### src/rtl/uart_pkg.sv
package uart_pkg;

  typedef enum logic [1:0] {
    IDLE,
    START,
    DATA,
    STOP
  } tx_state_t;

  localparam int unsigned MIN_DIV     = 2;
  localparam int unsigned DEFAULT_DIV = 106;

endpackage

### src/rtl/sync_fifo.sv
module sync_fifo #(
  parameter int unsigned WIDTH = 8,
  parameter int unsigned DEPTH = 16
) (
  input  logic                     clk,
  input  logic                     resetn,
  input  logic                     push,
  input  logic                     pop,
  input  logic [WIDTH-1:0]         din,
  output logic [WIDTH-1:0]         dout,
  output logic                     full,
  output logic                     empty,
  output logic [$clog2(DEPTH):0]   level
);

  localparam int unsigned AW = $clog2(DEPTH);

  logic [WIDTH-1:0] mem [DEPTH];
  logic [AW:0]      wr_ptr;
  logic [AW:0]      rd_ptr;
  logic             do_push;
  logic             do_pop;

  // Extra pointer MSB separates full (MSBs differ) from empty (pointers equal).
  assign full    = (wr_ptr[AW] != rd_ptr[AW]) && (wr_ptr[AW-1:0] == rd_ptr[AW-1:0]);
  assign empty   = (wr_ptr == rd_ptr);
  assign level   = wr_ptr - rd_ptr;
  assign do_push = push && !full;
  assign do_pop  = pop && !empty;
  assign dout    = mem[rd_ptr[AW-1:0]];

  always_ff @(posedge clk or negedge resetn) begin
    if (!resetn) begin
      wr_ptr <= '0;
      rd_ptr <= '0;
    end else begin
      if (do_push) wr_ptr <= wr_ptr + (AW+1)'(1);
      if (do_pop)  rd_ptr <= rd_ptr + (AW+1)'(1);
    end
  end

  always_ff @(posedge clk) begin
    if (do_push) mem[wr_ptr[AW-1:0]] <= din;
  end

endmodule

### src/rtl/uart_tx_fifo.sv
module uart_tx_fifo #(
  parameter int unsigned DEPTH       = 16,
  parameter int unsigned DEFAULT_DIV = uart_pkg::DEFAULT_DIV
) (
  input  logic                     clk,
  input  logic                     resetn,
  output logic                     ser_tx,
  input  logic [3:0]               reg_div_we,
  input  logic [31:0]              reg_div_di,
  output logic [31:0]              reg_div_do,
  input  logic                     reg_dat_we,
  input  logic [7:0]               reg_dat_di,
  output logic                     reg_dat_wait,
  output logic [$clog2(DEPTH):0]   tx_level,
  output logic                     tx_idle
);

  import uart_pkg::*;

  logic [31:0] div_q;
  logic [31:0] eff_div;
  tx_state_t   state_q, state_d;
  logic [7:0]  shift_q, shift_d;
  logic [31:0] cur_div_q, cur_div_d;
  logic [31:0] clk_cnt_q, clk_cnt_d;
  logic [2:0]  bit_idx_q, bit_idx_d;
  logic        bit_end;
  logic        fifo_pop;
  logic        fifo_full;
  logic        fifo_empty;
  logic [7:0]  fifo_dout;

  sync_fifo #(
    .WIDTH (8),
    .DEPTH (DEPTH)
  ) u_fifo (
    .clk    (clk),
    .resetn (resetn),
    .push   (reg_dat_we),
    .pop    (fifo_pop),
    .din    (reg_dat_di),
    .dout   (fifo_dout),
    .full   (fifo_full),
    .empty  (fifo_empty),
    .level  (tx_level)
  );

  assign reg_dat_wait = reg_dat_we && fifo_full;
  assign reg_div_do   = div_q;
  assign eff_div      = (div_q < MIN_DIV) ? MIN_DIV : div_q;
  assign bit_end      = (clk_cnt_q == cur_div_q - 32'd1);
  assign tx_idle      = (state_q == IDLE) && fifo_empty;

  always_ff @(posedge clk or negedge resetn) begin
    if (!resetn) begin
      div_q <= DEFAULT_DIV;
    end else begin
      for (int unsigned i = 0; i < 4; i++) begin
        if (reg_div_we[i]) div_q[i*8 +: 8] <= reg_div_di[i*8 +: 8];
      end
    end
  end

  always_ff @(posedge clk or negedge resetn) begin
    if (!resetn) begin
      state_q   <= IDLE;
      shift_q   <= '0;
      cur_div_q <= '0;
      clk_cnt_q <= '0;
      bit_idx_q <= '0;
    end else begin
      state_q   <= state_d;
      shift_q   <= shift_d;
      cur_div_q <= cur_div_d;
      clk_cnt_q <= clk_cnt_d;
      bit_idx_q <= bit_idx_d;
    end
  end

  // The pop path is shared by IDLE and end-of-STOP so frames chain with no gap.
  always_comb begin
    state_d   = state_q;
    shift_d   = shift_q;
    cur_div_d = cur_div_q;
    bit_idx_d = bit_idx_q;
    clk_cnt_d = bit_end ? '0 : clk_cnt_q + 32'd1;
    fifo_pop  = 1'b0;
    case (state_q)
      IDLE: begin
        clk_cnt_d = '0;
        if (!fifo_empty) begin
          fifo_pop  = 1'b1;
          shift_d   = fifo_dout;
          cur_div_d = eff_div;
          state_d   = START;
        end
      end
      START: begin
        if (bit_end) begin
          bit_idx_d = '0;
          state_d   = DATA;
        end
      end
      DATA: begin
        if (bit_end) begin
          if (bit_idx_q == 3'd7) begin
            state_d = STOP;
          end else begin
            shift_d   = shift_q >> 1;
            bit_idx_d = bit_idx_q + 3'd1;
          end
        end
      end
      STOP: begin
        if (bit_end) begin
          if (!fifo_empty) begin
            fifo_pop  = 1'b1;
            shift_d   = fifo_dout;
            cur_div_d = eff_div;
            state_d   = START;
          end else begin
            state_d = IDLE;
          end
        end
      end
      default: state_d = IDLE;
    endcase
  end

  always_comb begin
    case (state_q)
      START:   ser_tx = 1'b0;
      DATA:    ser_tx = shift_q[0];
      default: ser_tx = 1'b1;
    endcase
  end

endmodule

### config.mk
export PLATFORM = sky130hd
export DESIGN_NAME = uart_tx_fifo
export DESIGN_NICKNAME = d
export VERILOG_FILES = /design/src/rtl/uart_pkg.sv /design/src/rtl/sync_fifo.sv /design/src/rtl/uart_tx_fifo.sv
export SDC_FILE = /design/constraint.sdc
export NUM_CORES = 1
export LEC_CHECK = 0
export BUFFER_PORTS_ARGS = -buffer_cell sky130_fd_sc_hd__buf_2
export CAP_MARGIN = 10
export CELL_PAD_IN_SITES_DETAIL_PLACEMENT = 0
export CELL_PAD_IN_SITES_GLOBAL_PLACEMENT = 2
export CORE_UTILIZATION = 40
export CTS_BUF_LIST = sky130_fd_sc_hd__clkbuf_16
export CTS_CLUSTER_SIZE = 8
export DETAILED_ROUTE_END_ITERATION = 16
export PLACE_DENSITY_LB_ADDON = 0.1
export SYNTH_ARGS = -nofsm -noshare
export SYNTH_HDL_FRONTEND = slang
export SYNTH_SLANG_ARGS = --single-unit
### constraint.sdc
create_clock -name clk -period 5.5 [get_ports clk]
set_input_delay 1.1 -clock clk [delete_from_list [all_inputs] [get_ports clk]]
set_output_delay 1.1 -clock clk [all_outputs]
set_load 0.05 [all_outputs]
==> flow_summary.ini <==
[clocking]
postCtsResizedCells = 0
cts_tree = built
cts.sinks = 247
clock_latency_ns = 0.53
cts_buffer_depth = 3
cts_root_buffer = clkbuf_16
cts_hold_buffers = 0
clk_pin_slew_ns = 0.05
cts_setup_buffers = 0
cts_buffers = 36
cts_htree_levels = 2

[layout]
area_growth_pct = 16.1
stdcell_area_mm2 = 0.0134
fill_cells = 2561
drive_gt1_frac = 0.278
nNetsFinal = 998
seq_area_mm2 = 0.00683
num_antenna_cells = 0
multiInputGateArea_mm2 = 0.00445

[global_routing]
gr-total-overflow = 0
grt_usage = 0.187
antenna_found_initial = 0
grt_pass1_vias = 7401
grt_pass1_wl_um = 41700
grt_max_degree = 71

[drt]
via_count = 7025
detail-route-antenna-nets = 0
wl_met1_um = 11600
routed_wl_um = 26400
wl_per_cell_um = 19.9
dr.pass1.iters = 4
drc = 0
dr_wl_met2_um = 13400
wl_met3_um = 871
drtIter0Drc = 394
top_layer = met4
vias_per_cell = 5.28

[power]
p_total_mw = 7.38
pwr-share-seq = 0.360
p_int_mw = 4.68
p_comb_frac = 0.369
clkPwrFrac = 0.271
leakage_nw = 5.23
p_sw_frac = 0.365
p_per_area_mw_per_mm2 = 551
p_sw_mw = 2.69
ir_worst_vdd_mv = 0.320

[timing]
setup_violations = 0
final-max-slew-violation-count = 0
fin_worst_skew_ns = 0.0272
fmax_mhz = 232
slew-limit-headroom = 0.367
fin_crit_sh = 0.783
worst_pin_slew_ns = 0.946
hold-worst-slack_ns = 0.492
fin_ws_ns = 1.19
rsz0062_at_grt = false
finalHoldViolations = 0
final.setup.tns_ns = 0
post-route-min-period_ns = 4.31

[synthesis]
yosysTopAreaCellShare = 0.333
yosys_warnings = 0
synth_cell_type_count = 70
synthCells = 829
yosys.area.top_type = edfxtp_1
synth_edf_count = 128
postSynthAreaPerCell_um2 = 13.9
synth.area.top_cells = edfxtp_1, dfrtp_1, mux4_2
syn-num-nets = 896
synthFlopType = edfxtp_1
syn_area_mm2 = 0.0115
async_reset_ff_frac = 0.482
seq_area_frac_synth = 0.592
ys_seq_elements = 247

[hold_path]
holdPathEnd = u_fifo.rd_ptr[4]$_DFFE_PN0P_
min_from = u_fifo.rd_ptr[4]$_DFFE_PN0P_
hp-class = flop to flop
hold_depth = 1

[placed_design]
gp_congestion = 0.848
dp_slack_ns = 1.21
place_area_mm2 = 0.0124
dpl.hpwl_um = 18600
portBuffers = 86

[run]
maxCapViolCount = 0

[critical_path]
crit_path_start_kind = flop
criticalPathCategory = flop to flop
worstPathMaxFanout = 19
worstRegToRegCells = 10
timing.rr.start = cur_div_q[6]$_DFFE_PN0P_
end_kind = flop
cp.arrival_ns = 4.71
reg2reg_slack_ns = 1.19
cp.required_ns = 5.91
r2r_end = cur_div_q[6]$_DFFE_PN0P_

[floorplan]
core_area_mm2 = 0.0281
die_area_mm2 = 0.0295
io_pins = 87
die_w_um = 172
rows = 61
start_util = 0.411
die_y_um = 172

[outcome]
status = completed
[critical path, cell delays in order, from the launching register on]
cell and delay (ns):
dfrtp_1 0.45, nor4_1 0.70, nand3_1 0.50, nor4b_1 0.47, xnor2_1 0.15, nor4_1 0.31, nand4_1 0.23, o21ai_2 0.25
nand2_1 0.38, buf_4 0.38, mux2_1 0.33
[routing by layer]
| metal | up-vias | global-route usage |
|---|---|---|
| li1 | 3309 | - |
| met1 | 3560 | 0.240 |
| met2 | 114 | 0.322 |
| met3 | 42 | 0.0318 |
| met4 | 0 | 0.0577 |
| met5 | - | 0 |
[sequential cells by signal, summed over array words and instances (netlist names)]
| name | cells |
|---|---|
| clk_cnt_q | 32 |
| bit_idx_q | 3 |
| state_q | 2 |
| cur_div_q | 32 |
| shift_q | 8 |
| u_fifo.wr_ptr | 5 |
| u_fifo.mem | 128 |
| u_fifo.rd_ptr | 5 |
| reg_div_do | 32 |
[area by class of cell]
class	count	area share
flip-flops and latches	247	0.510
multi-input cells	526	0.332
clock buffers	36	0.0672
repair buffers	97	0.0385
well taps	378	0.0353
clock inverters	24	0.0108
inverters	23	0.00654
[cells in the final DEF (no fill, tap or decap), types with 8 or more instances in the layout]
cell	count
nor2_1	70
nor4_1	26
clkbuf_16	36
mux4_2	38
xnor2_1	40
ha_1	19
o21ai_0	10
mux2_2	69
and3_1	11
nand2_1	51
buf_2	85
buf_4	12
a21oi_1	8
edfxtp_1	128
xor2_1	39
nor3_1	14
inv_1	43
dfrtp_1	114
nand3_1	17
nand4_1	13
[synthesized netlist by cell type (17+ instances only)]
library cell,instances
nand3_1,17
dfrtp_1,115
xor2_1,39
inv_1,22
ha_1,19
nand2_1,51
nor4_1,26
nor2_1,70
xnor2_1,40
edfxtp_1,128
clkbuf_1,18
mux2_2,69
mux4_2,38
[logic make-up (layout without fill, tap and decap cells)]
group	after synthesis	after routing	synth area share
AND/OR/NAND/NOR	254	254	0.115
flip-flops	247	247	0.592
multiplexers	114	114	0.151
XOR/XNOR	79	79	0.0600
AO/OA/AOI/OAI	59	59	0.0373
buffers and inverters	56	180	0.0227
adder cells (fa/ha/maj)	20	20	0.0223
[power by group through the flow]
stage	Clock (mW)	Sequential (mW)	Combinational, mW
4_1_cts	2.06	2.65	2.76
3_5_place_dp	0	2.68	2.76
5_1_grt	2.13	2.71	2.99
3_3_place_gp	0	2.66	2.72
2_1_floorplan	0	2.62	2.16
6_report	2.00	2.65	2.72
[how the worst max path moves through the flow]
stage               depth (start not counted)                       end                    startpoint
floorplan                                  12    shift_q[7]$_DFFE_PN0P_     cur_div_q[11]$_DFFE_PN0P_
global placement                           10  cur_div_q[6]$_DFFE_PN0P_      cur_div_q[5]$_DFFE_PN0P_
detailed placement                         10  cur_div_q[6]$_DFFE_PN0P_      cur_div_q[6]$_DFFE_PN0P_
CTS                                         7                   tx_idle  u_fifo.rd_ptr[3]$_DFFE_PN0P_
global route                               10  cur_div_q[6]$_DFFE_PN0P_      cur_div_q[5]$_DFFE_PN0P_
finish                                     10  cur_div_q[6]$_DFFE_PN0P_      cur_div_q[6]$_DFFE_PN0P_
[metrics by stage]
step           utilization  instances
3_3_place_gp         0.440       1271
2_1_floorplan            -        829
3_5_place_dp         0.440       1271
4_1_cts              0.477       1331
5_1_grt              0.477       1331
6_report             0.477       1331
Power figures use the tool's default switching activity.
